<file path="src/rtl/fifo_read_ctrl.sv">
// Read-side drain controller: pops the async FIFO in bursts or single words into a
// 2-entry skid buffer feeding a valid/ready stream. Optional checker: FIFO_RD_SEQ_CHECK_EN.
module fifo_read_ctrl #(
   parameter int unsigned DSIZE     = 8,
   parameter int unsigned BURST_LEN = 4,
   parameter int unsigned CNT_W     = 16
) (
   input  logic             rclk,
   input  logic             rrst,
   input  logic [DSIZE-1:0] rdata,
   input  logic             rempty,
   input  logic             r_almost_empty,
   output logic             rinc,
   input  logic             enable,
   output logic [DSIZE-1:0] m_data,
   output logic             m_valid,
   input  logic             m_ready,
   output logic [CNT_W-1:0] rd_count,
   output logic             busy,
   output logic             seq_err
);

   localparam int unsigned          BCNT_W       = 8;
   localparam logic [BCNT_W-1:0]    LP_BCNT_LAST = BCNT_W'(BURST_LEN - 1);
   localparam logic [1:0]           LP_OCC_FULL  = 2'd2;

   typedef enum logic [1:0] {
      ST_IDLE   = 2'd0,
      ST_BURST  = 2'd1,
      ST_SINGLE = 2'd2
   } state_t;

   state_t            r_state;
   state_t            w_state_nxt;
   logic [BCNT_W-1:0] r_bcnt;
   logic [BCNT_W-1:0] w_bcnt_nxt;
   logic [1:0]        r_occ;
   logic [DSIZE-1:0]  r_buf0;
   logic [DSIZE-1:0]  r_buf1;
   logic [CNT_W-1:0]  r_rd_count;
   logic              w_rinc;
   logic              w_can_pop;
   logic              w_pop_dn;

   // State register
   always_ff @(posedge rclk) begin
      if (rrst) begin
         r_state <= ST_IDLE;
         r_bcnt  <= '0;
      end else begin
         r_state <= w_state_nxt;
         r_bcnt  <= w_bcnt_nxt;
      end
   end

   // Pop gate never looks at m_ready, only at registered occupancy
   assign w_can_pop = enable && !rempty && (r_occ < LP_OCC_FULL);

   // Next state and pop strobe
   always_comb begin
      w_state_nxt = r_state;
      w_bcnt_nxt  = r_bcnt;
      w_rinc      = 1'b0;
      case (r_state)
         ST_IDLE: begin
            if (enable && !r_almost_empty) begin
               w_state_nxt = ST_BURST;
               w_bcnt_nxt  = '0;
            end else if (enable && !rempty && r_almost_empty) begin
               w_state_nxt = ST_SINGLE;
            end
         end
         ST_BURST: begin
            w_rinc = w_can_pop;
            if (!enable || rempty) begin
               w_state_nxt = ST_IDLE;
            end else if (w_rinc) begin
               w_bcnt_nxt = r_bcnt + BCNT_W'(1);
               if (r_bcnt == LP_BCNT_LAST) begin
                  w_state_nxt = ST_IDLE;
               end
            end
         end
         ST_SINGLE: begin
            w_rinc = w_can_pop;
            if (!enable || rempty || w_rinc) begin
               w_state_nxt = ST_IDLE;
            end
         end
         default: begin
            w_state_nxt = ST_IDLE;
         end
      endcase
   end

   assign w_pop_dn = (r_occ != 2'd0) && m_ready;

   // Skid buffer; a simultaneous push and pop implies occupancy was exactly 1
   always_ff @(posedge rclk) begin
      if (rrst) begin
         r_occ  <= 2'd0;
         r_buf0 <= '0;
         r_buf1 <= '0;
      end else begin
         case ({w_rinc, w_pop_dn})
            2'b10: begin
               if (r_occ == 2'd0) begin
                  r_buf0 <= rdata;
               end else begin
                  r_buf1 <= rdata;
               end
               r_occ <= r_occ + 2'd1;
            end
            2'b01: begin
               r_buf0 <= r_buf1;
               r_occ  <= r_occ - 2'd1;
            end
            2'b11: begin
               r_buf0 <= rdata;
            end
            default: begin
            end
         endcase
      end
   end

   always_ff @(posedge rclk) begin
      if (rrst) begin
         r_rd_count <= '0;
      end else if (w_rinc) begin
         r_rd_count <= r_rd_count + CNT_W'(1);
      end
   end

`ifdef FIFO_RD_SEQ_CHECK_EN
   logic [DSIZE-1:0] r_seq_exp;
   logic             r_seq_err;

   // Expected value always follows the last popped word, so it resyncs after an error
   always_ff @(posedge rclk) begin
      if (rrst) begin
         r_seq_exp <= '0;
         r_seq_err <= 1'b0;
      end else if (w_rinc) begin
         r_seq_exp <= rdata + DSIZE'(1);
         if (rdata != r_seq_exp) begin
            r_seq_err <= 1'b1;
         end
      end
   end

   assign seq_err = r_seq_err;
`else
   assign seq_err = 1'b0;
`endif

   assign rinc     = w_rinc;
   assign m_valid  = (r_occ != 2'd0);
   assign m_data   = r_buf0;
   assign rd_count = r_rd_count;
   assign busy     = (r_state != ST_IDLE) || (r_occ != 2'd0);

endmodule

</file>
<file path="config.mk">
export PLATFORM = sky130hd
export DESIGN_NAME = fifo_read_ctrl
export DESIGN_NICKNAME = d
export VERILOG_FILES = /design/src/rtl/fifo_read_ctrl.sv
export SDC_FILE = /design/constraint.sdc
export NUM_CORES = 1
export LEC_CHECK = 0
export ABC_CLOCK_PERIOD_IN_PS = 6010
export CELL_PAD_IN_SITES_DETAIL_PLACEMENT = 1
export CELL_PAD_IN_SITES_GLOBAL_PLACEMENT = 1
export CORE_ASPECT_RATIO = 0.7
export CORE_MARGIN = 2
export CORE_UTILIZATION = 45
export CTS_CLUSTER_DIAMETER = 30
export DETAILED_ROUTE_END_ITERATION = 10
export DONT_BUFFER_PORTS = 1
export HOLD_SLACK_MARGIN = 0.05
export PLACE_DENSITY_LB_ADDON = 0.1
export SYNTH_ARGS = -nofsm -noshare
export SYNTH_HDL_FRONTEND = slang
export SYNTH_SLANG_ARGS = --single-unit
</file>
<file path="constraint.sdc">
create_clock -name rclk -period 6.01 [get_ports rclk]
set_clock_uncertainty 0.1 [all_clocks]
set_input_delay 0.9015 -clock rclk [delete_from_list [all_inputs] [get_ports rclk]]
set_output_delay 0.9015 -clock rclk [all_outputs]
set_load 0.05 [all_outputs]
</file>
**After elaboration in Yosys (flattened, before gate mapping)**

Index checks and enable logic that the tools add are counted.

- Add/sub/neg operators: 4
- $lt $le $gt $ge: 1
- Equal/unequal tests: 14
- Mux-type cells: 15
- Bitwise operators: 1
- Reduce and logical (&&, ||, !) cells: 23

Operator list:

| kind | count |
|---|---|
| two-way mux 8 bit | 4 |
| one-hot mux 8 bit (3 select lines) | 1 |
| adder 16 x 1 -> 16 bit, second input constant | 1 |
| one-hot mux 8 bit (2 select lines) | 1 |
| two-way mux 2 bit | 6 |
| inequality test 2 bit, second input constant | 5 |
| inequality test 3 bit, second input constant | 3 |
| adder 8 x 1 -> 8 bit, second input constant | 1 |
| == test 8 x 2 -> 1 bit, second input constant | 1 |
| AND reduction 4 bit | 2 |
| nonzero test 2 bit | 4 |
| == test 2 bit, second input constant | 3 |
| one-hot mux 2 bit (3 select lines) | 1 |
| logical AND 1 bit | 5 |
| == test 2 x 1 -> 1 bit, second input constant | 2 |
| logical NOT 2 bit | 2 |
| one-hot mux 2 bit (2 select lines) | 1 |
| AND reduction 2 bit | 2 |
| logical NOT 1 bit | 3 |
| logical OR 1 bit | 3 |
| nonzero test 3 bit | 1 |
| adder 2 x 1 -> 2 bit, second input constant | 1 |
| < comparator 2 bit, second input constant | 1 |
| OR reduction 2 bit | 1 |
| other kinds (3) | 3 |

- Register bits after elaboration: 44
- Bits of input ports: 14
- Logic and storage cells: 64

**Longest topological paths before layout**

- Word-level depth: 7
- Depth in mapped cells: 9

**Least setup slack after synthesis**

OpenSTA, ideal clock, no wires.

- Path type: input -> output
- From: input port rempty
- To: output port rinc
- Arrival time: 1.472 ns
- Data required time: 5.008 ns
- Path slack: 3.536 ns
- Stages on the path: 3
- Buffers on the path: 1
- Cell sequence: nand4bb_1 > buf_4 > inv_2

- Cells in the longest elaborated chain, start to end: 4

Ends and longest elaborated chain:

| item | RTL line | text |
|---|---|---|
| start: declaration | 11 | `input logic rempty,` |
| logical NOT 1 bit | 57 | `assign w_can_pop = enable && !rempty && (r_occ < LP_OCC_FULL);` |
| logical AND 1 bit (2 in a row) | 57 |  |
| two-way mux 1 bit | 64 | `case (r_state)` |
| end: declaration | 13 | `output logic rinc,` |

No other way between the ends.

**Worst setup path after layout**

- From: register r_state[1]
- To: output port rinc

- Cells in the longest elaborated chain, start to end: 3

Ends and longest elaborated chain:

| item | RTL line | text |
|---|---|---|
| start: declaration | 33 | `state_t r_state;` |
| start signal: assignment | 51 | `r_state <= w_state_nxt;` |
| == test 2 bit or == test 2 x 1 -> 1 bit (tied branches) | 64 |  |
| OR reduction 2 bit (no line) * | - |  |
| two-way mux 1 bit * | 64 |  |

Every way passes the cells marked *; elsewhere a longest branch is shown, timed or not.

==> reports/metrics.cfg <==
[run_status]
status=complete, no violations

[placed_design]
place.gp.congestion=0.802
io_buffers=0
dp_hpwl_mm=3.61

[timing]
finalHoldViolations=0
fin_setup_tns_ns=0
slew_headroom_pct=54.7
period_needed_ns=2.80
worst_pin_slew_ns=0.678
finalSetupViolations=0
fin_crit_sh_pct=46.5
slew_violations=0
timing.hold.ws_ns=0.373
timing.fmax_ghz=0.358
rsz0062_at_grt=no

[setup_path]
path_class=reg -> out
cp_data_arrival_time_ns=1.79
cp-end-kind=output pin
worst_setup_path_start_kind=register
crit_fanout=8
worstPathRequired_ns=5.01

[finish]
drive_gt1_share_pct=8.62
diodes=0
final_cell_mix=dfxtp_1, nor2_1, mux2i_1, a21oi_1, nand2_1
syn_to_final_growth_pct=5.01
num-nets-final=253
finalCoreUtilization_pct=50.0
layout_commonest_cell=dfxtp_1

[route]
detail-route-antenna-nets=0
totalWireLength_mm=4.81
vias=1654
drt_iter0_markers=80
drc_errors=0
wire_per_inst_um=16.8
routed_via_density=5.76
drt_pass1_iterations=4

[yosys]
ys_types=44
yosys.area_share.adder_pct=4.18
syn_inst=234
syn_avg_cell_area_um2=8.96
synth_area_um2=2100
ys_seq_elements=44
seq_area_frac_synth_pct=42.0
synth-xor-area-share_pct=5.43
yosys_warnings=0
ys_dominant_reg_cell=dfxtp_1
synth_top_family_by_area=simple AND/OR/NAND/NOR gates
synth_compound_area_share_pct=12.6
synthSimpleGateAreaFrac_pct=23.3
synth_fp_nets=255
async_reset_ff_share_pct=0
synth-edff-count=0
synth.mux.area_fraction_pct=8.72

[clock_tree]
cts.sinks=44
htreeDepth=2
postCtsSetupBuffers=0
cts.reportedPaths.clkPinSlew_ns=0.08
clock_path_buffers=2
cts_root_buffer=clkbuf_8
hold_buffers=0
cts_resized=0
clock_latency_ns=0.29
cts_buffers=5
cts_tree=built

[grt]
grt_antenna_before_repair=0
overflow=0
grt_pass1_vias=1671
grt_util_all_layers_pct=19.6
grt_max_degree=43
grt_pass1_wl_mm=7.94

[pwr]
power_density_nw_per_um2=295
leakage_uw=0.000820
power_uw=650
irDropWorstVdd_v=0.000135

[min_path]
hp-class=reg -> reg

[die]
die_x_um=85.6
start_util_pct=47.6
row_count=20
io_pins=42
coreArea_um2=4400
dieArea_um2=5230
dieHeight_um=61.1

[flow_run]
drv_cap=0

## final cells by class
cell class                      count  area [um^2]
Sequential cell                    44          881
Inverter                            8         30.0
Tap cell                           55         68.8
Fill cell                         519         2200
Multi-Input combinational cell    173         1140
Clock inverter                      2         12.5
Clock buffer                        5         68.8
## cells by family (layout without fill, tap and decap cells)
| group | count (synthesis) | after routing |
|---|---|---|
| XOR/XNOR | 13 | 13 |
| other | 1 | 1 |
| AO/OA/AOI/OAI | 41 | 41 |
| adder cells (fa/ha/maj) | 7 | 7 |
| flip-flops | 44 | 44 |
| AND/OR/NAND/NOR | 93 | 93 |
| multiplexers | 18 | 18 |
| buffers and inverters | 17 | 15 |
## metrics by stage
stage	std cells	setup WS [ns]	instance area, um^2
finish	287	3.21	2200
floorplan	234	3.54	2100
detailed placement	280	3.13	2120
global placement	280	3.25	2120
CTS	287	3.21	2200
global route	287	3.08	2200
## path summary, 6_finish.rpt
path,to,depth (start not counted),slack (ns),from
worst min-delay path,r_bcnt[1],2,0.37,r_bcnt[1]
worst min register to register,r_bcnt[1],2,0.37,r_bcnt[1]
worst max register to register,rd_count[14],7,3.40,r_state[1]
worst max-delay path,rinc,4,3.21,r_state[1]
## metal layers
metal	track usage [%]	wire [um]	vias to the layer above	share of wire [%]
met3	6.03	258	4	5.4
met1	23.8	2230	795	46
met5	0	0	-	0
li1	-	-	826	-
met2	35.0	2290	29	48
met4	4.76	26	0	0.54
## synth_stat cells (2+ instances only)
library cell	instances	area [um^2]
o21ai_0	8	40.0
clkbuf_1	4	15.0
nand4b_1	2	17.5
and3_1	3	18.8
buf_2	3	15.0
nor2_1	33	124
inv_1	7	26.3
nand2_1	12	45.0
xor2_1	8	70.1
mux2i_1	16	160
nand4_1	9	56.3
or2_2	3	18.8
or3_1	7	43.8
a21oi_1	14	70.1
buf_4	2	15.0
mux2_2	2	22.5
a211oi_1	8	60.1
nor2b_1	3	18.8
o31ai_1	3	22.5
xnor2_1	5	43.8
dfxtp_1	44	881
nor3_1	4	20.0
nand3_1	5	25.0
ha_1	7	87.6
or4_1	3	22.5
## flip-flops by register name, summed over array words and instances (netlist names)
signal / count
m_data: 8
r_bcnt: 8
r_buf1: 8
r_occ: 2
r_state: 2
rd_count: 16
## critical path, cell delays in order, from the launching register on
cell and delay [ns]:
dfxtp_1 0.36, inv_1 0.08, ha_1 0.27, nand4bb_1 0.34, inv_2 0.44
## where the power goes
part / internal (uW) / switching [uW]
sequential: 308 / 56.8
combinational: 35.6 / 73.1
clock: 78.8 / 97.4
Power figures use the tool's default switching activity.
